### src/rtl/booth_radix4_mult_if.sv
// Operand/result handshake bundle for booth_radix4_mult.
interface booth_radix4_mult_if #(
  parameter int WIDTH = 8
);
  logic                 in_valid;
  logic                 in_ready;
  logic                 is_signed;
  logic [WIDTH-1:0]     multiplicand;
  logic [WIDTH-1:0]     multiplier;
  logic                 busy;
  logic                 out_valid;
  logic                 out_ready;
  logic [2*WIDTH-1:0]   product;

  // Arithmetic unit side
  modport slave (
    input  in_valid, is_signed, multiplicand, multiplier, out_ready,
    output in_ready, busy, out_valid, product
  );

  // Requester side
  modport master (
    output in_valid, is_signed, multiplicand, multiplier, out_ready,
    input  in_ready, busy, out_valid, product
  );
endinterface

### src/rtl/booth_radix4_mult.sv
// Multi-cycle radix-4 (modified) Booth multiplier, signed or unsigned per
// operation, with valid/ready handshakes on operand and result sides.
module booth_radix4_mult #(
  parameter int WIDTH = 8
) (
  input  logic                  clk,
  input  logic                  rst,
  booth_radix4_mult_if.slave    bus
);

  localparam int ITER = WIDTH / 2 + 1;
  localparam int QW   = WIDTH + 2;       // extended operand width
  localparam int AW   = WIDTH + 4;       // accumulator width
  localparam int CW   = $clog2(ITER + 1);

  typedef enum logic [1:0] {
    S_IDLE,
    S_RUN,
    S_DONE
  } state_t;

  state_t              r_state;
  logic [AW-1:0]       r_a;
  logic [QW-1:0]       r_q;
  logic                r_qm1;
  logic [QW-1:0]       r_m;
  logic [CW-1:0]       r_cnt;
  logic                r_in_ready;
  logic                r_busy;
  logic                r_out_valid;
  logic [2*WIDTH-1:0]  r_product;

  logic [2:0]          w_trip;
  logic [AW-1:0]       w_mx;
  logic [AW-1:0]       w_m2;
  logic [AW-1:0]       w_addend;
  logic                w_cin;
  logic [AW-1:0]       w_sum;
  logic [AW-1:0]       w_a_nxt;
  logic [QW-1:0]       w_q_nxt;
  logic [2*WIDTH-1:0]  w_prod;
  logic [QW-1:0]       w_m_ext;
  logic [QW-1:0]       w_q_ext;

  // Operand extension at accept: sign fill only in signed mode
  always_comb begin
    w_m_ext = {{2{bus.is_signed & bus.multiplicand[WIDTH-1]}}, bus.multiplicand};
    w_q_ext = {{2{bus.is_signed & bus.multiplier[WIDTH-1]}}, bus.multiplier};
  end

  // Booth recoding, partial-product add and 2-bit arithmetic shift
  always_comb begin
    w_trip   = {r_q[1:0], r_qm1};
    w_mx     = {{2{r_m[QW-1]}}, r_m};
    w_m2     = {w_mx[AW-2:0], 1'b0};
    w_addend = '0;
    w_cin    = 1'b0;
    case (w_trip)
      3'b001, 3'b010: w_addend = w_mx;
      3'b011:         w_addend = w_m2;
      3'b100: begin
        w_addend = ~w_m2;
        w_cin    = 1'b1;
      end
      3'b101, 3'b110: begin
        w_addend = ~w_mx;
        w_cin    = 1'b1;
      end
      default:        w_addend = '0;
    endcase
    w_sum   = r_a + w_addend + {{(AW-1){1'b0}}, w_cin};
    w_a_nxt = {{2{w_sum[AW-1]}}, w_sum[AW-1:2]};
    w_q_nxt = {w_sum[1:0], r_q[QW-1:2]};
    // Low 2*WIDTH bits of the shifted {A,Q}, taken straight from the sum
    w_prod  = {w_sum[WIDTH-1:0], r_q[QW-1:2]};
  end

  // Control FSM with registered handshake outputs and datapath state
  always_ff @(posedge clk or posedge rst) begin
    if (rst) begin
      r_state     <= S_IDLE;
      r_a         <= '0;
      r_q         <= '0;
      r_qm1       <= 1'b0;
      r_m         <= '0;
      r_cnt       <= '0;
      r_in_ready  <= 1'b1;
      r_busy      <= 1'b0;
      r_out_valid <= 1'b0;
      r_product   <= '0;
    end else begin
      case (r_state)
        S_IDLE: begin
          if (bus.in_valid) begin
            r_m        <= w_m_ext;
            r_q        <= w_q_ext;
            r_a        <= '0;
            r_qm1      <= 1'b0;
            r_cnt      <= CW'(ITER - 1);
            r_state    <= S_RUN;
            r_in_ready <= 1'b0;
            r_busy     <= 1'b1;
          end
        end
        S_RUN: begin
          r_a   <= w_a_nxt;
          r_q   <= w_q_nxt;
          r_qm1 <= r_q[1];
          r_cnt <= r_cnt - CW'(1);
          if (r_cnt == '0) begin
            r_state     <= S_DONE;
            r_out_valid <= 1'b1;
            r_product   <= w_prod;
          end
        end
        S_DONE: begin
          if (bus.out_ready) begin
            r_state     <= S_IDLE;
            r_out_valid <= 1'b0;
            r_busy      <= 1'b0;
            r_in_ready  <= 1'b1;
          end
        end
        default: begin
          r_state     <= S_IDLE;
          r_in_ready  <= 1'b1;
          r_busy      <= 1'b0;
          r_out_valid <= 1'b0;
        end
      endcase
    end
  end

  assign bus.in_ready  = r_in_ready;
  assign bus.busy      = r_busy;
  assign bus.out_valid = r_out_valid;
  assign bus.product   = r_product;

endmodule

### src/flat_wrapper.sv
// flat-port wrapper written by rule: the top's interface ports become plain ports
module booth_radix4_mult_flat 
#(
  parameter int WIDTH = 8
)
  (clk, rst, bus_in_valid, bus_is_signed, bus_multiplicand, bus_multiplier, bus_out_ready, bus_in_ready, bus_busy, bus_out_valid, bus_product);
  booth_radix4_mult_if #(.WIDTH(WIDTH)) bus_i ();
  input  logic clk;
  input  logic rst;
  input wire logic [$bits(bus_i.in_valid)-1:0] bus_in_valid;
  input wire logic [$bits(bus_i.is_signed)-1:0] bus_is_signed;
  input wire logic [$bits(bus_i.multiplicand)-1:0] bus_multiplicand;
  input wire logic [$bits(bus_i.multiplier)-1:0] bus_multiplier;
  input wire logic [$bits(bus_i.out_ready)-1:0] bus_out_ready;
  output wire logic [$bits(bus_i.in_ready)-1:0] bus_in_ready;
  output wire logic [$bits(bus_i.busy)-1:0] bus_busy;
  output wire logic [$bits(bus_i.out_valid)-1:0] bus_out_valid;
  output wire logic [$bits(bus_i.product)-1:0] bus_product;
  assign bus_i.in_valid = bus_in_valid;
  assign bus_i.is_signed = bus_is_signed;
  assign bus_i.multiplicand = bus_multiplicand;
  assign bus_i.multiplier = bus_multiplier;
  assign bus_i.out_ready = bus_out_ready;
  assign bus_in_ready = bus_i.in_ready;
  assign bus_busy = bus_i.busy;
  assign bus_out_valid = bus_i.out_valid;
  assign bus_product = bus_i.product;
  booth_radix4_mult #(.WIDTH(WIDTH)) u_core (.clk(clk), .rst(rst), .bus(bus_i));
endmodule
### config.mk
export PLATFORM = sky130hd
export DESIGN_NAME = booth_radix4_mult_flat
export DESIGN_NICKNAME = d
export VERILOG_FILES = /design/src/rtl/booth_radix4_mult_if.sv /design/src/rtl/booth_radix4_mult.sv /design/src/flat_wrapper.sv
export SDC_FILE = /design/constraint.sdc
export NUM_CORES = 1
export LEC_CHECK = 0
export BUFFER_PORTS_ARGS = -buffer_cell sky130_fd_sc_hd__buf_4
export CORE_ASPECT_RATIO = 0.6
export CORE_MARGIN = 3
export CORE_UTILIZATION = 57
export DETAILED_ROUTE_END_ITERATION = 7
export GPL_TIMING_DRIVEN = 1
export PLACE_DENSITY = 0.79
export SLEW_MARGIN = 25
export SYNTH_ARGS = -nofsm -noshare
export SYNTH_HDL_FRONTEND = slang
export SYNTH_SLANG_ARGS = --single-unit
export TNS_END_PERCENT = 20
### constraint.sdc
create_clock -name clk -period 3.4 [get_ports clk]
set_input_delay 0.68 -clock clk [delete_from_list [all_inputs] [get_ports clk]]
set_output_delay 0.68 -clock clk [all_outputs]
set_load 0.02 [all_outputs]
==> flow_summary.ini <==
[power]
comb_power_share_pct = 58.1
power.leakage_uw = 0.001618
p_int_uw = 2103
p_sw_share_pct = 45.56
vdd_drop_max_uv = 523.5
switching_power_uw = 1760
cellPowerDensity_nw_per_um2 = 1180
seq_power_share_pct = 32.4
pwr-share-clk_pct = 9.5

[logic_synthesis]
yosys.area.top_type = dfrtp_1
netlist_top_cells_count = nand2_1, dfrtp_1, o21ai_0
syn_area_sq_um = 2843
syn-num-nets = 331
avgSynthCellArea_sq_um = 9.571
async_flop_share_pct = 100.0
ys_top_cells_by_area = dfrtp_1, nand2_1, o21ai_0
yosysSeqAreaShare_pct = 47.58
synth_top_area_share_pct = 46.65
synthMostInstantiatedCell = nand2_1
synthDistinctLibCells = 44
synthFlopType = dfrtp_1
yosysWarnings = 0
synth_edf_count = 0
synth-seq-cells = 54
synthCells = 297

[timing]
worstMarginPinSlew_ps = 894.2
rsz0062_at_grt = false
fin_tns_setup_ps = 0
final-hold-violation-count = 0
fin_crit_sh_pct = 90.42
slew_violations = 0
finalCriticalPeriod_ps = 3074
worst_slack_ps = 325.7
setup_viol = 0
fmax_ghz = 0.3253
finalClockSkew_ps = 4.868
relSlewSlack_pct = 40.32

[cts]
numCtsBuffers = 5
cts_hold_buf = 0
clockRootBuffer = clkbuf_8
cts_max_path_buffers = 2
cts_setup_buffers = 0
cts-resized-gates = 0
insertion_delay_ps = 300
cts-htree-levels = 2
clock_sinks = 54
clk_pin_slew_worst_paths_ps = 90
cts_tree = yes

[detailed_routing]
via_per_inst = 5.652
ant_nets = 0
post-route-drc-count = 0
wl_met2_um = 2337
wl_per_cell_um = 15.01
drt_first_pass_iters = 5
drt_iter0_markers = 116
detail_route.wirelength_um = 5942
wl_met1_um = 3170
top_layer = met4
vias = 2238
wl_met3_um = 396

[final_layout]
diodes = 0
fin_cells = 396
syn2layout_area_growth_pct = 15.10
fin_nets = 366
drive_above_1_share_pct = 19.52

[worst_setup_path]
cp_num_buf_inv = 0
endpoint_kind = register
worst-r2r-setup-slack_ps = 330
cpMaxStageDelayCell = dfrtp_1
start_kind = register
path_cells = or3b_2 -> o21ai_0 -> ha_1 -> a21o_1 -> a21o_1 -> a21o_1 -> or3_1 -> a32o_1
crit_required_ps = 3600
cp.arrival_ps = 3270
cp_max_fo = 13
crit_family = compound AO/OA/AOI/OAI gates
worstSetupPathType = reg -> reg
critPathMaxStageDelay_ps = 610
cp_common_cell = a21o_1

[floorplan]
start_util_pct = 60.70
core_sq_um = 4683
die_y_um = 60.70
fp-row-count = 19
io_pins = 40
die-area_sq_um = 5898
die_w_um = 97.17

[global_route]
grt_pass1_wl_um = 9825
grt_max_degree = 31
grt_pass1_vias = 2000
antenna_found_initial = 0
grt_overflow = 0
track_usage_pct = 21.16

[placed_design]
numPortBuffers = 39
place_inst = 388
gp_congestion = 0.9370
dp_slack_ps = 399.6
hpwlAfterDp_um = 4399

[worst_hold_path]
hold_class = in -> async

[job]
maxCapViolCount = 0

[status]
status = finished, final reports clean
stage by stage:
step | cell area, sq um | total power, uW | util [%] | hold WS (ps)
after floorplan | 2843 | 2883 | - | 449.8
after global placement | 3181 | 3412 | 67.91 | 460.2
after detailed placement | 3181 | 3475 | 67.91 | 463.0
after CTS | 3272 | 3848 | 69.86 | 423.9
after global routing | 3272 | 4216 | 69.86 | 439.7
final | 3272 | 3862 | 69.86 | 409.3
state kept, by name, summed over array words and instances, names as in the netlist:
signal                flops
u_core.r_cnt              3
u_core.r_qm1              1
u_core.r_state            2
u_core.r_a               10
u_core.bus.product       16
u_core.bus.busy           1
u_core.r_m                9
u_core.bus.out_valid      1
u_core.r_q               10
u_core.bus.in_ready       1
cell usage in the layout (no fill, tap or decap), types with 3 or more instances in the layout:
master | synthesis | layout
nor2_1 | 7 | 7
nor2b_1 | 3 | 3
ha_1 | 11 | 11
nand3_1 | 3 | 3
mux2_2 | 8 | 8
inv_1 | 5 | 4
buf_4 | 0 | 44
a21o_1 | 8 | 8
o21ai_0 | 34 | 34
a21oi_1 | 13 | 13
clkbuf_8 | 0 | 6
a22oi_1 | 9 | 9
mux2i_1 | 7 | 7
nor3_1 | 4 | 4
dfrtp_1 | 53 | 53
xor2_1 | 14 | 14
nand2_1 | 69 | 69
area by class of cell:
type / count / area [sq um]
inverters: 5 / 18.77
repair buffers: 44 / 330.3
multi-input cells: 222 / 1400
clock buffers: 7 / 86.33
flip-flops and latches: 54 / 1353
fillers: 371 / 1411
clock inverters: 1 / 5.005
well taps: 63 / 78.83
power groups by stage:
| stage | sequential (uW) | clock [uW] | combinational (uW) |
|---|---|---|---|
| 2_1_floorplan | 1260 | 0 | 1630 |
| 3_5_place_dp | 1250 | 0 | 2230 |
| 5_1_grt | 1290 | 408 | 2520 |
| 3_3_place_gp | 1240 | 0 | 2170 |
| 4_1_cts | 1240 | 380 | 2220 |
| 6_report | 1250 | 368 | 2240 |
cells by family (layout without fill, tap and decap cells):
group | Yosys count | after routing | share of synthesized area, %
AOI/OAI and AO/OA | 79 | 79 | 16.95
xor gates and xnor gates | 16 | 16 | 4.930
adders and majority gates | 13 | 13 | 6.250
buffers and inverters | 21 | 57 | 3.169
DFF | 54 | 54 | 47.58
muxes | 15 | 15 | 5.634
and+or+nand+nor | 99 | 99 | 15.49
per-layer routing:
metal | GRT usage (%) | vias up
met1 | 33.09 | 1058
met5 | 0 | -
met2 | 30.00 | 78
met4 | 4.200 | 0
met3 | 5.166 | 8
li1 | - | 1094
worst paths after layout:
check / from / end / cells after the start
worst max-delay path: u_core.r_q[1] / u_core.r_a[7] / 8
worst min-delay path: rst / u_core.r_state[1] / 2
worst max register to register: u_core.r_q[1] / u_core.r_a[7] / 8
worst min register to register: u_core.bus.product[11] / u_core.bus.product[11] / 2
max in group asynchronous: rst / u_core.bus.in_ready / 3
min in group clk: u_core.bus.product[11] / u_core.bus.product[11] / 2
No activity file was read; power rests on OpenSTA's default activity.
